==> config.mk <==
export PLATFORM = sky130hd
export DESIGN_NAME = shreg_load_sequencer
export DESIGN_NICKNAME = d
export VERILOG_FILES = /design/src/rtl/shreg_pkg.sv /design/src/rtl/shreg_prescaler.sv /design/src/rtl/shreg_load_sequencer.sv
export SDC_FILE = /design/constraint.sdc
export NUM_CORES = 1
export LEC_CHECK = 0
export BUFFER_PORTS_ARGS = -buffer_cell sky130_fd_sc_hd__buf_2
export CAP_MARGIN = 20
export CORE_ASPECT_RATIO = 1.2
export CORE_MARGIN = 2
export CORE_UTILIZATION = 42
export DETAILED_ROUTE_END_ITERATION = 10
export PLACE_DENSITY = 0.65
export SYNTH_ARGS = -nofsm -noshare
export SYNTH_HDL_FRONTEND = slang
export SYNTH_SLANG_ARGS = --single-unit
==> constraint.sdc <==
create_clock -name clk -period 2.38 [get_ports clk]
set_input_delay 0.238 -clock clk [delete_from_list [all_inputs] [get_ports clk]]
set_output_delay 0.238 -clock clk [all_outputs]
set_load 0.005 [all_outputs]
==> src/rtl/shreg_pkg.sv <==
// Shared types and defaults for the shift-register load sequencer.
// Optional read-back verification is enabled by defining SHREG_VERIFY_EN.
package shreg_pkg;

  typedef enum logic [2:0] {
    IDLE,
    CLEAR,
    SHIFT,
    SETTLE,
    DONE
  } state_e;

  localparam int DEFAULT_WIDTH = 4;
  localparam int DEFAULT_DIV   = 100_000_000;

  // Counter width able to hold 0..n-1, never narrower than one bit.
  function automatic int cnt_width(input int n);
    return (n > 1) ? $clog2(n) : 1;
  endfunction

endpackage

==> src/rtl/shreg_prescaler.sv <==
// DIV-cycle tick generator: counts while enabled, tick is high on the terminal count.
// restart forces the count back to zero and takes priority over enable.
module shreg_prescaler
  import shreg_pkg::*;
#(
  parameter int DIV = DEFAULT_DIV
) (
  input  logic clk,
  input  logic rst,
  input  logic restart,
  input  logic en,
  output logic tick
);

  localparam int PW = cnt_width(DIV);
  localparam logic [PW-1:0] TERM = PW'(DIV - 1);

  logic [PW-1:0] cnt_q;
  logic [PW-1:0] cnt_d;

  assign tick = en && (cnt_q == TERM);

  always_comb begin
    cnt_d = cnt_q;
    if (restart) begin
      cnt_d = '0;
    end else if (en) begin
      cnt_d = (cnt_q == TERM) ? '0 : cnt_q + 1'b1;
    end
  end

  always_ff @(posedge clk or posedge rst) begin
    if (rst) begin
      cnt_q <= '0;
    end else begin
      cnt_q <= cnt_d;
    end
  end

endmodule

==> src/rtl/shreg_load_sequencer.sv <==
// Loads a parallel word LSB-first into an external serial-in shift register, one bit per tick.
// Define SHREG_VERIFY_EN to compare the register contents against the word at completion (err).
module shreg_load_sequencer
  import shreg_pkg::*;
#(
  parameter int WIDTH = DEFAULT_WIDTH,
  parameter int DIV   = DEFAULT_DIV
) (
  input  logic             clk,
  input  logic             clr,
  input  logic             in_valid,
  output logic             in_ready,
  input  logic [WIDTH-1:0] in_data,
  input  logic             abort,
  output logic             sr_clr,
  output logic             sr_shift,
  output logic             sr_data_in,
  input  logic [WIDTH-1:0] sr_q,
  output logic             busy,
  output logic             done,
  output logic [WIDTH-1:0] out_data,
  output logic             err
);

  localparam int IW = cnt_width(WIDTH);
  localparam logic [IW-1:0] LAST_IDX = IW'(WIDTH - 1);

  state_e           state_q, state_d;
  logic [WIDTH-1:0] word_q, word_d;
  logic [IW-1:0]    idx_q, idx_d;
  logic             aborting_q, aborting_d;
  logic             in_ready_q, in_ready_d;
  logic             sr_clr_q, sr_clr_d;
  logic             sr_shift_q, sr_shift_d;
  logic             sr_data_in_q, sr_data_in_d;
  logic             busy_q, busy_d;
  logic             done_q, done_d;
  logic [WIDTH-1:0] out_data_q, out_data_d;

  logic ps_restart;
  logic ps_en;
  logic tick;
  logic accept;

  assign accept = in_valid && in_ready_q;

  shreg_prescaler #(
    .DIV(DIV)
  ) u_prescaler (
    .clk    (clk),
    .rst    (clr),
    .restart(ps_restart),
    .en     (ps_en),
    .tick   (tick)
  );

  // The CLEAR cycle doubles as the first prescaler slot so that with DIV=1
  // shifting starts immediately after the clear strobe.
  always_comb begin
    state_d      = state_q;
    word_d       = word_q;
    idx_d        = idx_q;
    aborting_d   = aborting_q;
    sr_shift_d   = 1'b0;
    sr_data_in_d = sr_data_in_q;
    done_d       = 1'b0;
    out_data_d   = out_data_q;
    ps_restart   = 1'b0;
    ps_en        = 1'b0;

    case (state_q)
      IDLE: begin
        if (accept) begin
          word_d     = in_data;
          idx_d      = '0;
          aborting_d = 1'b0;
          ps_restart = 1'b1;
          state_d    = CLEAR;
        end
      end
      CLEAR, SHIFT: begin
        if (abort) begin
          aborting_d = 1'b1;
          ps_restart = 1'b1;
          state_d    = CLEAR;
        end else if (state_q == CLEAR && aborting_q) begin
          aborting_d = 1'b0;
          state_d    = IDLE;
        end else begin
          ps_en   = 1'b1;
          state_d = SHIFT;
          if (tick) begin
            sr_shift_d   = 1'b1;
            sr_data_in_d = word_q[idx_q];
            idx_d        = idx_q + 1'b1;
            if (idx_q == LAST_IDX) begin
              state_d = SETTLE;
            end
          end
        end
      end
      SETTLE: begin
        if (abort) begin
          aborting_d = 1'b1;
          ps_restart = 1'b1;
          state_d    = CLEAR;
        end else begin
          done_d  = 1'b1;
          state_d = DONE;
        end
      end
      DONE: begin
        // The last shift has landed in sr_q by now.
        out_data_d = sr_q;
        state_d    = IDLE;
      end
      default: begin
        state_d = IDLE;
      end
    endcase

    in_ready_d = (state_d == IDLE);
    busy_d     = (state_d != IDLE);
    sr_clr_d   = (state_d == CLEAR);
  end

  always_ff @(posedge clk or posedge clr) begin
    if (clr) begin
      state_q      <= IDLE;
      word_q       <= '0;
      idx_q        <= '0;
      aborting_q   <= 1'b0;
      in_ready_q   <= 1'b0;
      sr_clr_q     <= 1'b1;
      sr_shift_q   <= 1'b0;
      sr_data_in_q <= 1'b0;
      busy_q       <= 1'b0;
      done_q       <= 1'b0;
      out_data_q   <= '0;
    end else begin
      state_q      <= state_d;
      word_q       <= word_d;
      idx_q        <= idx_d;
      aborting_q   <= aborting_d;
      in_ready_q   <= in_ready_d;
      sr_clr_q     <= sr_clr_d;
      sr_shift_q   <= sr_shift_d;
      sr_data_in_q <= sr_data_in_d;
      busy_q       <= busy_d;
      done_q       <= done_d;
      out_data_q   <= out_data_d;
    end
  end

  assign in_ready   = in_ready_q;
  assign sr_clr     = sr_clr_q;
  assign sr_shift   = sr_shift_q;
  assign sr_data_in = sr_data_in_q;
  assign busy       = busy_q;
  assign done       = done_q;
  assign out_data   = out_data_q;

`ifdef SHREG_VERIFY_EN
  logic err_q, err_d;

  always_comb begin
    err_d = err_q;
    if (state_q == IDLE && accept) begin
      err_d = 1'b0;
    end else if (state_q == DONE) begin
      err_d = (sr_q != word_q);
    end
  end

  always_ff @(posedge clk or posedge clr) begin
    if (clr) begin
      err_q <= 1'b0;
    end else begin
      err_q <= err_d;
    end
  end

  assign err = err_q;
`else
  assign err = 1'b0;
`endif

endmodule
==> out/qor.yml, run 1 <==
status:
  outcome: "finished, final reports clean"
worst_setup_path:
  rrSetupSlack_ns: 0.11
  r2r_end: "u_prescaler.cnt_q[19]"
  r2r-start: "aborting_q"
  arrival_ns: 2.50
  endpoint_kind: "register"
  crit_fanout: 11
  criticalPathCategory: "reg2reg"
  ff2ff_path_depth: 5
  required_ns: 2.61
  startpoint_type: "register"
cells_and_area:
  instances_no_fill: 320
  diodes: 0
  final_common_cell: "dfrtp_1"
  seq_area_um2: 1180
  final_layout_size_suffix_gt1_share_pct: 23.3
  multiInputGateArea_um2: 1100
  mostFrequentLayoutCells: "dfrtp_1, buf_2, nor2_1"
  fin_nets: 271
  nFillCells: 495
  area_growth_syn_to_layout_pct: 13.9
clock_network:
  clkSlewWorstSetupHoldPaths_ns: 0.10
  cts_tree: "built"
  clock_path_buffers: 2
  cts_inserted_buffers: 5
  clk_latency_ns: 0.31
  cts-root-buf: "clkbuf_8"
  clkSinkCount: 47
  cts.htree.levels: 2
synthesis:
  synth_edf_count: 0
  synth_top_cell_by_area: "dfrtp_1"
  netlist_area_um2: 2370
  synth_xor_area_share_pct: 6.65
  syn_inst: 228
  synth-seq-cells: 47
  syn-num-nets: 242
  synth_compound_area_share_pct: 12.9
  netlist.area_leader.share_pct: 48.6
  synth_ff_type: "dfrtp_1"
  muxShareOfSynthArea_pct: 5.70
  yosys.area_share.adder_pct: 1.06
  syn_avg_cell_area_um2: 10.4
  yosysUniqueCellTypes: 46
  synth_top_family_by_area: "simple AND/OR/NAND/NOR gates"
  synthSimpleGateAreaFrac_pct: 20.0
  yosysWarnings: 0
  async_reset_ff_share_pct: 100
  yosysSeqAreaShare_pct: 49.7
  synth_area_leaders: "dfrtp_1, xnor2_1, mux2_2, nor2_1, nand2_1"
global_routing:
  grt_start_max_net_pins: 48
  busiest_layer: "met2"
  grt_pass1_vias: 1749
  met2_usage_pct: 28.8
  use_met1_pct: 21.7
  antenna_found_initial: 0
  grt_pass1_wl_um: 8400
  grt_use_met3_pct: 4.19
  grt-ovfl-total: 0
  grt.total_usage_pct: 17.2
die:
  start_util_pct: 44.1
  rows: 29
  fp.coreArea_um2: 5370
  io_pins: 23
  fp.dieW_um: 72.6
  die_h_um: 86.3
  dieArea_um2: 6260
timing:
  maxSlewViolCount: 0
  rsz0062_at_grt: "yes"
  finalSetupViolCount: 0
  finalCritPeriodShare_pct: 95.4
  holdWs_ns: 0.0713
  tns_ns: 0
  fin_crit_ns: 2.27
  clock_skew_ns: 0.0124
  fmax_mhz: 440
  finalHoldViolCount: 0
  worst_pin_slew_ns: 0.580
  fin_ws_ns: 0.110
  relSlewSlack_pct: 60.4
placed_design:
  dp_hpwl_um: 3430
  gp_congestion: 0.790
  placedCellCount: 312
  portBuffers: 21
  dp_slack_ns: 0.0987
power:
  swShare_pct: 32.6
  powerDensity_nw_per_um2: 815
  netSwitchingPower_mw: 0.717
  totalPowerFinal_mw: 2.20
  irDropWorstVdd_mv: 0.295
  p_seq_share_pct: 45.7
  comb_power_share_pct: 31.0
  intPower_mw: 1.48
  p_leak_nw: 1.15
  clkPwrFrac_pct: 23.4
routing:
  routed_wl_um: 4850
  wl_per_cell_um: 15.2
  via_per_inst: 5.72
  vias: 1829
  final_antenna_net_count: 0
  drt_iter0_markers: 94
  dr.pass1.iters: 4
  drc: 0
min_path:
  min-delay-path-class: "in2async"
flow_run:
  max_cap_violations: 0
stage by stage:
stage,instance area (um^2),util (%)
after global placement,2600,48.4
after global routing,2700,50.3
after CTS,2700,50.2
after floorplan,2370,-
after detailed placement,2600,48.4
final,2700,50.3
metal layers:
layer / share of wire [%] / vias to the layer above
met5: 0 / -
met4: 1.1 / 0
met3: 3.9 / 5
met2: 49 / 38
met1: 46 / 891
li1: - / 895
sequential cells by signal (all words and copies together), names as in the netlist:
signal and cells:
sr_data_in 1, word_q 4, done 1, state_q 3, busy 1, sr_shift 1, idx_q 2, in_ready 1
u_prescaler.cnt_q 27, out_data 4, aborting_q 1, sr_clr 1
how the worst max path moves through the flow:
stage                          from                    end  slack [ns]  cells after the start
5_1_grt        u_prescaler.cnt_q[9]  u_prescaler.cnt_q[26]     -0.0009                      5
2_1_floorplan            state_q[1]  u_prescaler.cnt_q[17]        0.13                      7
4_1_cts                  aborting_q  u_prescaler.cnt_q[19]        0.06                      5
3_3_place_gp             aborting_q  u_prescaler.cnt_q[21]        0.16                      5
3_5_place_dp             aborting_q  u_prescaler.cnt_q[19]         0.1                      5
6_report                 aborting_q  u_prescaler.cnt_q[19]        0.11                      5
logic make-up (layout without fill, tap and decap cells):
kind of cell	count (synthesis)	count (layout)
other cells	1	1
flops	47	47
xor+xnor	18	18
fa+ha+maj	2	2
simple gates	86	86
buf+inv	18	48
compound gates	45	45
mux	11	11
cell type report:
type	count	share of cell area (%)
multi-input cells	163	40.9
clock inverters	2	0.603
well taps	62	2.87
flip-flops and latches	47	43.6
clock buffers	6	3.06
repair buffers	35	8.25
inverters	5	0.695
cell usage after synthesis (3+ instances only):
| master | number |
|---|---|
| dfrtp_1 | 46 |
| nor2_1 | 20 |
| nand2_1 | 17 |
| xnor2_1 | 13 |
| a21oi_1 | 11 |
| mux2_2 | 10 |
| nand3_1 | 10 |
| o31ai_1 | 8 |
| or4_1 | 8 |
| a211oi_1 | 7 |
| buf_2 | 6 |
| o21ai_0 | 6 |
| nor3_1 | 5 |
| xor2_1 | 5 |
| clkbuf_1 | 4 |
| inv_1 | 4 |
| nand4_1 | 4 |
| a2111oi_0 | 3 |
| and2_1 | 3 |
| nor4_1 | 3 |
| or3_1 | 3 |
critical path: stages (launching register included):
cell	delay (ns)
dfrtp_1	0.39
or3b_1	0.40
a211o_2	0.42
a21o_1	0.30
or4_1	0.53
a21oi_1	0.15
repair_timing:
action / CTS / global route
buffers inserted: 0 / 0
endpoints found under the setup margin: 0 / 11
resized for setup: 0 / 1
endpoints found under the hold margin: 0 / 0
hold buffers: 0 / 0
power by group through the flow:
stage | combinational [mW] | clock [mW] | sequential (mW)
after floorplan | 0.432 | 0 | 1.01
after global placement | 0.674 | 0 | 1.02
after detailed placement | 0.681 | 0 | 1.02
after CTS | 0.684 | 0.536 | 1.01
after global routing | 0.765 | 0.571 | 1.02
final | 0.681 | 0.514 | 1.00
No activity file was read; power rests on OpenSTA's default activity.
==> inputs of run 2 (changes only) <==
--- a/config.mk
+++ b/config.mk
@@ -5,6 +5,7 @@
 export SDC_FILE = /design/constraint.sdc
 export NUM_CORES = 1
 export LEC_CHECK = 0
+export ABC_AREA = 1
 export BUFFER_PORTS_ARGS = -buffer_cell sky130_fd_sc_hd__buf_2
 export CAP_MARGIN = 20
 export CORE_ASPECT_RATIO = 1.2
==> run 2 against run 1 <==
Against the previous run:
- combinational power increased by 43%
- hold slack better by 0.090 ns
- non-clock buffer count shrank 12
- sequential share of layout area down 5.0 points
- clock-buffer cell count is 1 lower
- die area increased by 16%
- flip-flop and latch count stayed put
- highest routed layer unchanged
- worst setup slack improved by 0.34 ns
- core utilization decreased by 2.7 points
- via count increased by 34%
==> out/qor.yml, run 2 <==
cells_and_area:
  largest_register_ffs: 27  # unchanged
  nFillCells: 654  # was 495
  mostFrequentLayoutCells: "nand2_1, nor2_1, dfrtp_1"  # was dfrtp_1, buf_2, nor2_1
  final_common_cell: "nand2_1"  # was dfrtp_1
  final_layout_size_suffix_gt1_share_pct: 15.0  # was 23.3%
  fin_nets: 412  # was 271
  largest_register: "u_prescaler.cnt_q"  # unchanged
  instances_no_fill: 484  # was 320
  area_growth_syn_to_layout_pct: 9.64  # was 13.9%
  diodes: 0  # unchanged
worst_setup_path:
  r2r-start: "u_prescaler.cnt_q[0]"  # was aborting_q
  startpoint_type: "register"  # unchanged
  crit_path_start: "u_prescaler.cnt_q[0]"  # was aborting_q
  crit_fanout: 9  # was 11
  arrival_ns: 2.12  # was 2.50 ns
  required_ns: 2.57  # was 2.61 ns
  criticalPathCategory: "reg2reg"  # unchanged
  endpoint_kind: "register"  # unchanged
synthesis:
  netlist_area_um2: 2780  # was 2370 um^2
  syn_avg_cell_area_um2: 7.41  # was 10.4 um^2
  syn-num-nets: 389  # was 242
  yosysWarnings: 0  # unchanged
  ys_top_cells_by_count: "nand2_1, nor2_1, dfrtp_1, inv_1, nand3_1"  # was dfrtp_1, nor2_1, nand2_1, xnor2_1, a21oi_1
  synth_top_cell_by_area: "dfrtp_1"  # unchanged
  synth_edf_count: 0  # unchanged
  synth_ff_type: "dfrtp_1"  # unchanged
  yosysUniqueCellTypes: 35  # was 46
  netlist.area_leader.share_pct: 41.4  # was 48.6%
  synth.most_common_cell: "nand2_1"  # was dfrtp_1
  synth-seq-cells: 47  # unchanged
  yosysSeqAreaShare_pct: 42.4  # was 49.7%
  syn_inst: 375  # was 228
  async_reset_ff_share_pct: 100  # unchanged
  synth_area_leaders: "dfrtp_1, nand2_1, nor2_1, inv_1, nand3_1"  # was dfrtp_1, xnor2_1, mux2_2, nor2_1, nand2_1
timing:
  maxSlewViolCount: 0  # unchanged
  clock_skew_ns: 0.00615  # was 0.0124 ns
  fin_crit_ns: 1.94  # was 2.27 ns
  finalSetupViolCount: 0  # unchanged
  fmax_mhz: 517  # was 440 MHz
  tns_ns: 0  # unchanged
  relSlewSlack_pct: 67.2  # was 60.4%
  rsz0062_at_grt: "no"  # was yes
  finalCritPeriodShare_pct: 81.3  # was 95.4%
  worst_pin_slew_ns: 0.489  # was 0.580 ns
  finalHoldViolCount: 0  # unchanged
status:
  outcome: "finished, final reports clean"  # unchanged
min_path:
  min-delay-path-class: "in2reg"  # was in2async
  hp-start: "sr_q[3]"
clock_network:
  clkSlewWorstSetupHoldPaths_ns: 0.09  # was 0.10 ns
  clock_path_buffers: 2  # unchanged
  cts_setup_buffers: 0  # unchanged
  clk_latency_ns: 0.30  # was 0.31 ns
  cts.htree.levels: 2  # unchanged
  clkSinkCount: 47  # unchanged
  cts_tree: "built"  # unchanged
  cts-root-buf: "clkbuf_8"  # unchanged
  cts_inserted_buffers: 5  # unchanged
  cts.repair.resized: 0  # unchanged
power:
  irDropWorstVdd_mv: 0.367  # was 0.295 mV
  p_leak_nw: 1.44  # was 1.15 nW
  totalPowerFinal_mw: 2.66  # was 2.20 mW
  powerDensity_nw_per_um2: 874  # was 815 nW/um^2
routing:
  vias: 2451  # was 1,829
  dr.pass1.iters: 4  # unchanged
  final_antenna_net_count: 0  # unchanged
  wl_per_cell_um: 12.7  # was 15.2 um
  via_per_inst: 5.06  # was 5.72
  drc: 0  # unchanged
  routed_wl_um: 6120  # was 4850 um
  drt_iter0_markers: 178  # was 94
placed_design:
  gp_congestion: 0.946  # was 0.790
  portBuffers: 21  # unchanged
  dp_hpwl_um: 4690  # was 3430 um
  placedCellCount: 475  # was 312
die:
  fp.coreArea_um2: 6410  # was 5370 um^2
  die_h_um: 93.1  # was 86.3 um
  fp.dieW_um: 78.2  # was 72.6 um
  start_util_pct: 43.4  # was 44.1%
  io_pins: 23  # unchanged
  dieArea_um2: 7280  # was 6260 um^2
  rows: 32  # was 29
global_routing:
  grt.total_usage_pct: 18.8  # was 17.2%
  grt_start_max_net_pins: 43  # was 48
  antenna_found_initial: 0  # unchanged
  grt-ovfl-total: 0  # unchanged
  grt_pass1_vias: 2342  # was 1,749
  grt_pass1_wl_um: 10900  # was 8400 um
flow_run:
  max_cap_violations: 0  # unchanged
==> run 2: cell types whose count changed after synthesis, moves of 5 or more <==
cell,previous run,this run
nand3_1,10,27
nand4_1,4,13
or4_1,8,0
a211oi_1,7,0
a21oi_1,11,16
inv_1,4,42
xnor2_1,13,0
nor3_1,5,11
nor2_1,20,69
nand2_1,17,94
o31ai_1,8,0
buf_2,6,1
==> run 2: critical path, cell delays in order (launching register included) <==
cell and delay, ns:
dfrtp_1 0.42, ha_1 0.20, nand2_1 0.10, nor2_1 0.22, nand2_1 0.18, nor2_1 0.18
nand3_2 0.16, nand2_2 0.26, nor3_2 0.09
==> run 2: final cells by class <==
cell class / count / area [um^2] / area share [%]
multi-input cells: 275 / 1350 / 44.3
flip-flops and latches: 47 / 1180 / 38.7
inverters: 46 / 178 / 5.83
repair buffers: 23 / 123 / 4.03
well taps: 85 / 106 / 3.49
clock buffers: 5 / 68.8 / 2.26
clock inverters: 3 / 43.8 / 1.44
==> run 2: layer usage <==
metal / wire [um] / global-route usage [%] / share of wire, % / vias to the layer above
li1: - / - / - / 1246
met4: 172 / 9.21 / 2.8 / 0
met5: 0 / 0 / 0 / -
met1: 2700 / 24.4 / 44 / 1123
met3: 276 / 2.61 / 4.5 / 17
met2: 2980 / 30.7 / 49 / 65
==> run 2: timing repair <==
action                                  4_1_cts  5_1_grt
endpoints found under the setup margin        0        0
hold buffers                                  1        0
hold endpoints to repair                     22        0
==> run 2: per-stage QoR <==
stage	hold WS, ns	setup slack, ns	area, um^2	util (%)
detailed placement	0.299	0.479	2920	45.6
CTS	0.157	0.449	3050	47.5
finish	0.162	0.445	3050	47.5
global placement	0.292	0.511	2920	45.6
floorplan	0.388	0.836	2780	-
global route	0.157	0.161	3050	47.5
==> run 2: cell families (layout without fill, tap and decap cells) <==
family	count (synthesis)	after routing	synth area share, %
simple gates	235	235	38.9
mux	7	7	2.84
xor+xnor	1	1	0.315
compound gates	29	29	5.45
flops	47	47	42.4
other cells	1	1	0.135
fa+ha+maj	2	2	0.901
buf+inv	53	77	9.05
==> run 2: path summary, 6_finish.rpt <==
check | end | slack, ns | depth (start not counted)
max in group asynchronous | sr_clr | 1.13 | 4
worst min-delay path | out_data[3] | 0.16 | 2
worst max register to register | u_prescaler.cnt_q[4] | 0.44 | 8
worst max-delay path | u_prescaler.cnt_q[4] | 0.44 | 8
min in group asynchronous | u_prescaler.cnt_q[5] | 0.49 | 3
worst min register to register | out_data[2] | 0.51 | 1
==> run 2: power breakdown <==
| group | switching (mW) | internal [mW] | leakage [nW] |
|---|---|---|---|
| logic | 0.650 | 0.322 | 0.768 |
| clock network | 0.280 | 0.313 | 0.0581 |
| registers | 0.127 | 0.970 | 0.615 |
| total | 1.06 | 1.60 | 1.44 |
